## src/rtl/uart_rx_oversampled.sv

```systemverilog
// rtl/uart_rx_oversampled.sv - oversampled UART receiver with ready/valid word output
// Optional parity checking is compiled in with `define UART_RX_PARITY_EN.

module uart_rx_oversampled #(
  parameter int DATA_BITS  = 8,
  parameter int OVERSAMPLE = 16,
  parameter int STOP_BITS  = 1,
  parameter int PARITY_ODD = 0
) (
  input  logic                 clk,
  input  logic                 reset,
  input  logic                 sample_tick,
  input  logic                 rx,
  input  logic                 ready,
  output logic [DATA_BITS-1:0] data,
  output logic                 valid,
  output logic                 busy,
  output logic                 frame_error,
  output logic                 parity_error,
  output logic                 overrun
);

  localparam int TW = $clog2(OVERSAMPLE);
  localparam int BW = $clog2(DATA_BITS) + 1;

  localparam logic [TW-1:0] TICK_LAST = TW'(OVERSAMPLE - 1);
  localparam logic [TW-1:0] HALF_LAST = TW'(OVERSAMPLE / 2 - 1);
  localparam logic [BW-1:0] DATA_LAST = BW'(DATA_BITS - 1);
  localparam logic [BW-1:0] STOP_LAST = BW'(STOP_BITS - 1);

  typedef enum logic [2:0] {
    ST_IDLE,
    ST_START,
    ST_DATA,
`ifdef UART_RX_PARITY_EN
    ST_PARITY,
`endif
    ST_STOP
  } state_t;

  logic [1:0]           sync_q, sync_d;
  state_t               state_q, state_d;
  logic [TW-1:0]        tick_q, tick_d;
  logic [BW-1:0]        bit_q, bit_d;
  logic [DATA_BITS-1:0] shift_q, shift_d;
  logic                 ferr_acc_q, ferr_acc_d;
  logic [DATA_BITS-1:0] data_q, data_d;
  logic                 valid_q, valid_d;
  logic                 ferr_q, ferr_d;
  logic                 ovr_q, ovr_d;
  logic                 rx_s;
  logic                 ferr_now;

`ifdef UART_RX_PARITY_EN
  localparam logic PAR_ODD = (PARITY_ODD != 0);
  logic perr_acc_q, perr_acc_d;
  logic perr_q, perr_d;
`else
  // Parity sense only matters when parity checking is compiled in.
  logic unused_parity_cfg;
  assign unused_parity_cfg = (PARITY_ODD != 0);
`endif

  // Two-stage synchroniser on the asynchronous line; bit 0 is the first stage.
  always_comb begin
    sync_d = {sync_q[0], rx};
  end

  assign rx_s = sync_q[1];

  // Synchroniser flops, resetting to the idle-high line level.
  always_ff @(posedge clk) begin
    if (reset) begin
      sync_q <= 2'b11;
    end else begin
      sync_q <= sync_d;
    end
  end

  // Frame FSM plus output register next-state; the FSM moves only on sample ticks.
  always_comb begin
    state_d    = state_q;
    tick_d     = tick_q;
    bit_d      = bit_q;
    shift_d    = shift_q;
    ferr_acc_d = ferr_acc_q;
    data_d     = data_q;
    valid_d    = valid_q && !ready;
    ferr_d     = 1'b0;
    ovr_d      = 1'b0;
    ferr_now   = ferr_acc_q || !rx_s;
`ifdef UART_RX_PARITY_EN
    perr_acc_d = perr_acc_q;
    perr_d     = 1'b0;
`endif
    if (sample_tick) begin
      case (state_q)
        ST_IDLE: begin
          if (!rx_s) begin
            tick_d  = '0;
            state_d = ST_START;
          end
        end
        ST_START: begin
          if (tick_q == HALF_LAST) begin
            tick_d     = '0;
            bit_d      = '0;
            ferr_acc_d = 1'b0;
`ifdef UART_RX_PARITY_EN
            perr_acc_d = 1'b0;
`endif
            // A line that is high again at mid start bit was a glitch.
            state_d    = rx_s ? ST_IDLE : ST_DATA;
          end else begin
            tick_d = tick_q + 1'b1;
          end
        end
        ST_DATA: begin
          if (tick_q == TICK_LAST) begin
            tick_d  = '0;
            shift_d = {rx_s, shift_q[DATA_BITS-1:1]};
            if (bit_q == DATA_LAST) begin
              bit_d = '0;
`ifdef UART_RX_PARITY_EN
              state_d = ST_PARITY;
`else
              state_d = ST_STOP;
`endif
            end else begin
              bit_d = bit_q + 1'b1;
            end
          end else begin
            tick_d = tick_q + 1'b1;
          end
        end
`ifdef UART_RX_PARITY_EN
        ST_PARITY: begin
          if (tick_q == TICK_LAST) begin
            tick_d     = '0;
            perr_acc_d = (^shift_q) ^ rx_s ^ PAR_ODD;
            state_d    = ST_STOP;
          end else begin
            tick_d = tick_q + 1'b1;
          end
        end
`endif
        ST_STOP: begin
          if (tick_q == TICK_LAST) begin
            tick_d = '0;
            if (bit_q == STOP_LAST) begin
              // Frame complete: publish the word and its status on this edge.
              bit_d   = '0;
              state_d = ST_IDLE;
              data_d  = shift_q;
              valid_d = 1'b1;
              ferr_d  = ferr_now;
              ovr_d   = valid_q && !ready;
`ifdef UART_RX_PARITY_EN
              perr_d  = perr_acc_q;
`endif
            end else begin
              bit_d      = bit_q + 1'b1;
              ferr_acc_d = ferr_now;
            end
          end else begin
            tick_d = tick_q + 1'b1;
          end
        end
        default: begin
          state_d = ST_IDLE;
        end
      endcase
    end
  end

  // Frame state and output registers.
  always_ff @(posedge clk) begin
    if (reset) begin
      state_q    <= ST_IDLE;
      tick_q     <= '0;
      bit_q      <= '0;
      shift_q    <= '0;
      ferr_acc_q <= 1'b0;
      data_q     <= '0;
      valid_q    <= 1'b0;
      ferr_q     <= 1'b0;
      ovr_q      <= 1'b0;
    end else begin
      state_q    <= state_d;
      tick_q     <= tick_d;
      bit_q      <= bit_d;
      shift_q    <= shift_d;
      ferr_acc_q <= ferr_acc_d;
      data_q     <= data_d;
      valid_q    <= valid_d;
      ferr_q     <= ferr_d;
      ovr_q      <= ovr_d;
    end
  end

`ifdef UART_RX_PARITY_EN
  // Parity status registers.
  always_ff @(posedge clk) begin
    if (reset) begin
      perr_acc_q <= 1'b0;
      perr_q     <= 1'b0;
    end else begin
      perr_acc_q <= perr_acc_d;
      perr_q     <= perr_d;
    end
  end

  assign parity_error = perr_q;
`else
  assign parity_error = 1'b0;
`endif

  assign data        = data_q;
  assign valid       = valid_q;
  assign busy        = (state_q != ST_IDLE);
  assign frame_error = ferr_q;
  assign overrun     = ovr_q;

endmodule
```

## config.mk

```make
export PLATFORM = sky130hd
export DESIGN_NAME = uart_rx_oversampled
export DESIGN_NICKNAME = d
export VERILOG_FILES = /design/src/rtl/uart_rx_oversampled.sv
export SDC_FILE = /design/constraint.sdc
export NUM_CORES = 1
export LEC_CHECK = 0
export CORE_MARGIN = 4
export CORE_UTILIZATION = 48
export DETAILED_ROUTE_END_ITERATION = 8
export PLACE_DENSITY_LB_ADDON = 0.2
export SYNTH_ARGS = -nofsm -noshare
export SYNTH_HDL_FRONTEND = slang
export SYNTH_SLANG_ARGS = --single-unit
export TNS_END_PERCENT = 10
```

## constraint.sdc

```tcl
create_clock -name clk -period 1.5 [get_ports clk]
set_input_delay 0.15 -clock clk [delete_from_list [all_inputs] [get_ports clk]]
set_output_delay 0.15 -clock clk [all_outputs]
set_load 0.01 [all_outputs]
```

==> run_results.csv <==
group,metric,value,unit
pwr,seq_power_share,57.6,%
sta,finalMaxSlewViolations,0,
detailed_routing,routed.top_layer,"met4",
die,start_util,50.76,%
sta,timing.fmax,637.5,MHz
logic_synthesis,synth.avg_cell_area,9.492,um2
detailed_routing,first_pass_iters,4,
worst_setup_path,setup.worst_path.start,"bit_q[0]$_SDFFE_PP0P_",
hold_path,hp-start,"rx",
sta,setup_viol,1,
pwr,p_leak,0.7017,nW
pwr,power.share.clock,34.4,%
place,hpwl,2178,um
worst_setup_path,crit_path_end_kind,"flop",
clocking,clockRootBuffer,"clkbuf_4",
worst_setup_path,crit_chain,"inv_2 -> ha_4 -> nand3b_1 -> a21o_1 -> a211oi_2 -> mux2_4",
final_layout,syn_to_final_growth,34.71,%
logic_synthesis,syn-cell-area,1424,um2
sta,final-hold-violation-count,0,
pwr,power_switching,352.3,uW
clocking,htree_levels,2,
detailed_routing,avgViaCountPerCell,5.400,
logic_synthesis,synth_top_area_cell,"dfxtp_1",
die,die_w,62.47,um
die,rows,19,
hold_path,holdCritPathClass,"primary input to flop",
worst_setup_path,timing.rr.start,"bit_q[0]$_SDFFE_PP0P_",
die,io_pins,18,
job,maxCapViolCount,0,
global_routing,grt_max_degree,18,
die,die_area,3902,um2
logic_synthesis,synth_warnings,0,
worst_setup_path,r2r_cells,6,
detailed_routing,wirelength,3081,um
logic_synthesis,synth_area_leaders,"dfxtp_1 (45%), mux2i_1 (12%), nor2_1 (6.3%), ha_1 (2.6%), a21oi_1 (2.5%)",
final_layout,final_cell_area,1918,um2
sta,rsz0062_at_grt,"true",
global_routing,grt_pass1_wl,5540,um
logic_synthesis,synth_nets,158,
worst_setup_path,cp_max_fo,4,
logic_synthesis,ys_ff_latch,32,
pwr,intPower,1.145,mW
sta,finClkSkew,8.902,ps
place,gp_congestion,0.8694,
pwr,power,1.497,mW
global_routing,grt_pass1_vias,1255,
place,place_area,1777,um2
run_status,status,"complete, but fails checks",
detailed_routing,post-route-drc-count,0,
clocking,path_clk_slew,100,ps
logic_synthesis,synth_top_area_share,44.99,%
sta,tns,-68.69,ps
clocking,cts_buffer_depth,2,
final_layout,nNetsFinal,196,
worst_setup_path,crit_slowest_cell,"dfxtp_2",
sta,worst_hold_slack,376.8,ps
worst_setup_path,required,1730,ps
worst_setup_path,crit_path_start_kind,"flop",
clocking,cts.sinks,32,
final_layout,diodes,0,
logic_synthesis,yosysSeqAreaShare,44.99,%
sta,fin_crit,1569,ps
die,core_area,2805,um2
logic_synthesis,synth.distinct_cells,39,
detailed_routing,drt-met1-wl,1268,um
detailed_routing,dr_wl_met3,111,um
worst_setup_path,path_class,"flop to flop",
sta,fin_crit_sh,104.6,%
global_routing,antenna_found_initial,0,
logic_synthesis,synthesis.instances,150,
clocking,cts_tree,"built",
worst_setup_path,critPathArrivalTime,1800,ps
global_routing,grt-ovfl-total,0,
detailed_routing,ant_nets,0,
worst_setup_path,max_stage_delay,350,ps
run_status,violations,"negative setup slack",
final_layout,fin_util,68.38,%
detailed_routing,wire_per_inst,14.00,um
pwr,switching_share,23.54,%
pwr,ir_worst_vdd,704.9,uV
detailed_routing,num_vias,1188,
detailed_routing,drt_iter0_drc,36,
sta,worst_slack,-68.69,ps
pwr,power_density,780.4,nW/um2
clocking,clk_latency,330,ps
clocking,cts_inserted_buffers,5,
place,portBuffers,16,
detailed_routing,wl_met2,1645,um
die,die_y,62.47,um
pwr,comb_power_share,7.9,%
final_layout,drive_gt1_share,30.69,%
hold_path,holdPathStages,2,
global_routing,grt_util_all_layers,17.62,%
-- sequential cells by signal (all words and copies together) (netlist names) --
register / flops
bit_q: 4
data: 8
ferr_acc_q: 1
frame_error: 1
overrun: 1
shift_q: 8
state_q: 2
sync_q: 2
tick_q: 4
valid: 1
-- worst paths after layout --
kind	end	slack, ps
worst min register to register	sync_q[1]$_SDFF_PP1_	420
worst max register to register	state_q[0]$_SDFFE_PP0P_	-70
worst min-delay path	sync_q[0]$_SDFF_PP1_	380
worst max-delay path	state_q[0]$_SDFFE_PP0P_	-70
-- worst max-delay path, delay by kind of cell (launching register included) --
kind	cells	cell delay [ps]
compound gates	2	490
simple gates	1	80
buf+inv	1	70
mux	1	330
fa+ha+maj	1	150
flops	1	350
-- cell usage in the layout (no fill, tap or decap), types with 3 or more instances in the layout --
cell / n
dfxtp_1: 25
nor2_1: 24
buf_4: 21
mux2i_1: 17
clkdlybuf4s50_1: 15
nand2_1: 7
a21oi_1: 6
nand3_1: 5
dfxtp_2: 5
clkbuf_4: 5
nand3b_1: 3
or2_2: 3
-- cells in the mapped netlist --
cell type,count
nor3_1,2
nand2b_1,2
nand2_4,1
a21oi_1,7
nor3_4,2
mux2_2,1
buf_6,1
o31ai_1,1
buf_2,1
o21ai_0,3
nor4bb_1,1
inv_1,4
and3_1,1
a22oi_1,1
a31oi_1,2
nand4bb_1,1
dfxtp_1,32
nor2_1,24
and4bb_2,1
and2_1,2
a211oi_1,2
or2_2,3
nor3b_2,1
mux2i_1,17
nand3_1,6
conb_1,1
buf_4,3
or4_1,1
o21ai_2,2
clkbuf_1,3
nor2b_1,2
nand2_1,7
xnor2_1,1
a21o_1,1
a32oi_1,1
nand4_1,2
ha_1,3
nand3b_1,3
a41oi_1,1
-- logic make-up (layout without fill, tap and decap cells) --
logic type / count (synthesis) / after routing / synth area share, %
adder cells (fa/ha/maj): 3 / 3 / 2.636
other: 1 / 1 / 0.2634
AND/OR/NAND/NOR: 62 / 62 / 24.69
XOR/XNOR: 1 / 1 / 0.6152
buffers and inverters: 12 / 51 / 4.569
flip-flops: 32 / 32 / 44.99
AO/OA/AOI/OAI: 21 / 21 / 9.490
multiplexers: 18 / 18 / 12.74
-- power groups by stage --
| stage | logic (mW) | registers [mW] | clock network [mW] |
|---|---|---|---|
| global placement | 0.104 | 0.881 | 0 |
| CTS | 0.111 | 0.863 | 0.537 |
| floorplan | 0.0615 | 0.878 | 0 |
| finish | 0.119 | 0.863 | 0.516 |
| global route | 0.128 | 0.864 | 0.581 |
| detailed placement | 0.107 | 0.882 | 0 |
-- metal layers --
layer  up-vias  global-route usage, %
li1        597                      -
met1       563                  18.51
met2        20                  32.36
met3         8                  5.216
met4         0                  7.438
met5         -                      0
-- what timing repair did --
| item | CTS | global route |
|---|---|---|
| pin swaps | 2 | 6 |
| hold buffers | 0 | 0 |
| gates cloned | 0 | 0 |
| endpoints found under the setup margin | 20 | 16 |
| endpoints found under the hold margin | 0 | 0 |
| gates resized for setup | 13 | 7 |
| setup buffers | 0 | 1 |
-- through the flow --
stage | instances | worst slack [ps]
after floorplan | 150 | -12.56
after global placement | 211 | -66.48
after detailed placement | 211 | -116.4
after CTS | 219 | -77.32
after global routing | 220 | -148.0
final | 220 | -68.69
-- cell type report --
type,instances,area (um2)
Sequential cell,32,654.4
Inverter,4,15.01
Tap cell,31,38.79
Clock buffer,7,55.05
Timing Repair Buffer,39,356.6
Clock inverter,1,7.507
Multi-Input combinational cell,106,790.8
Fill cell,237,887.1
Power figures use the tool's default switching activity.
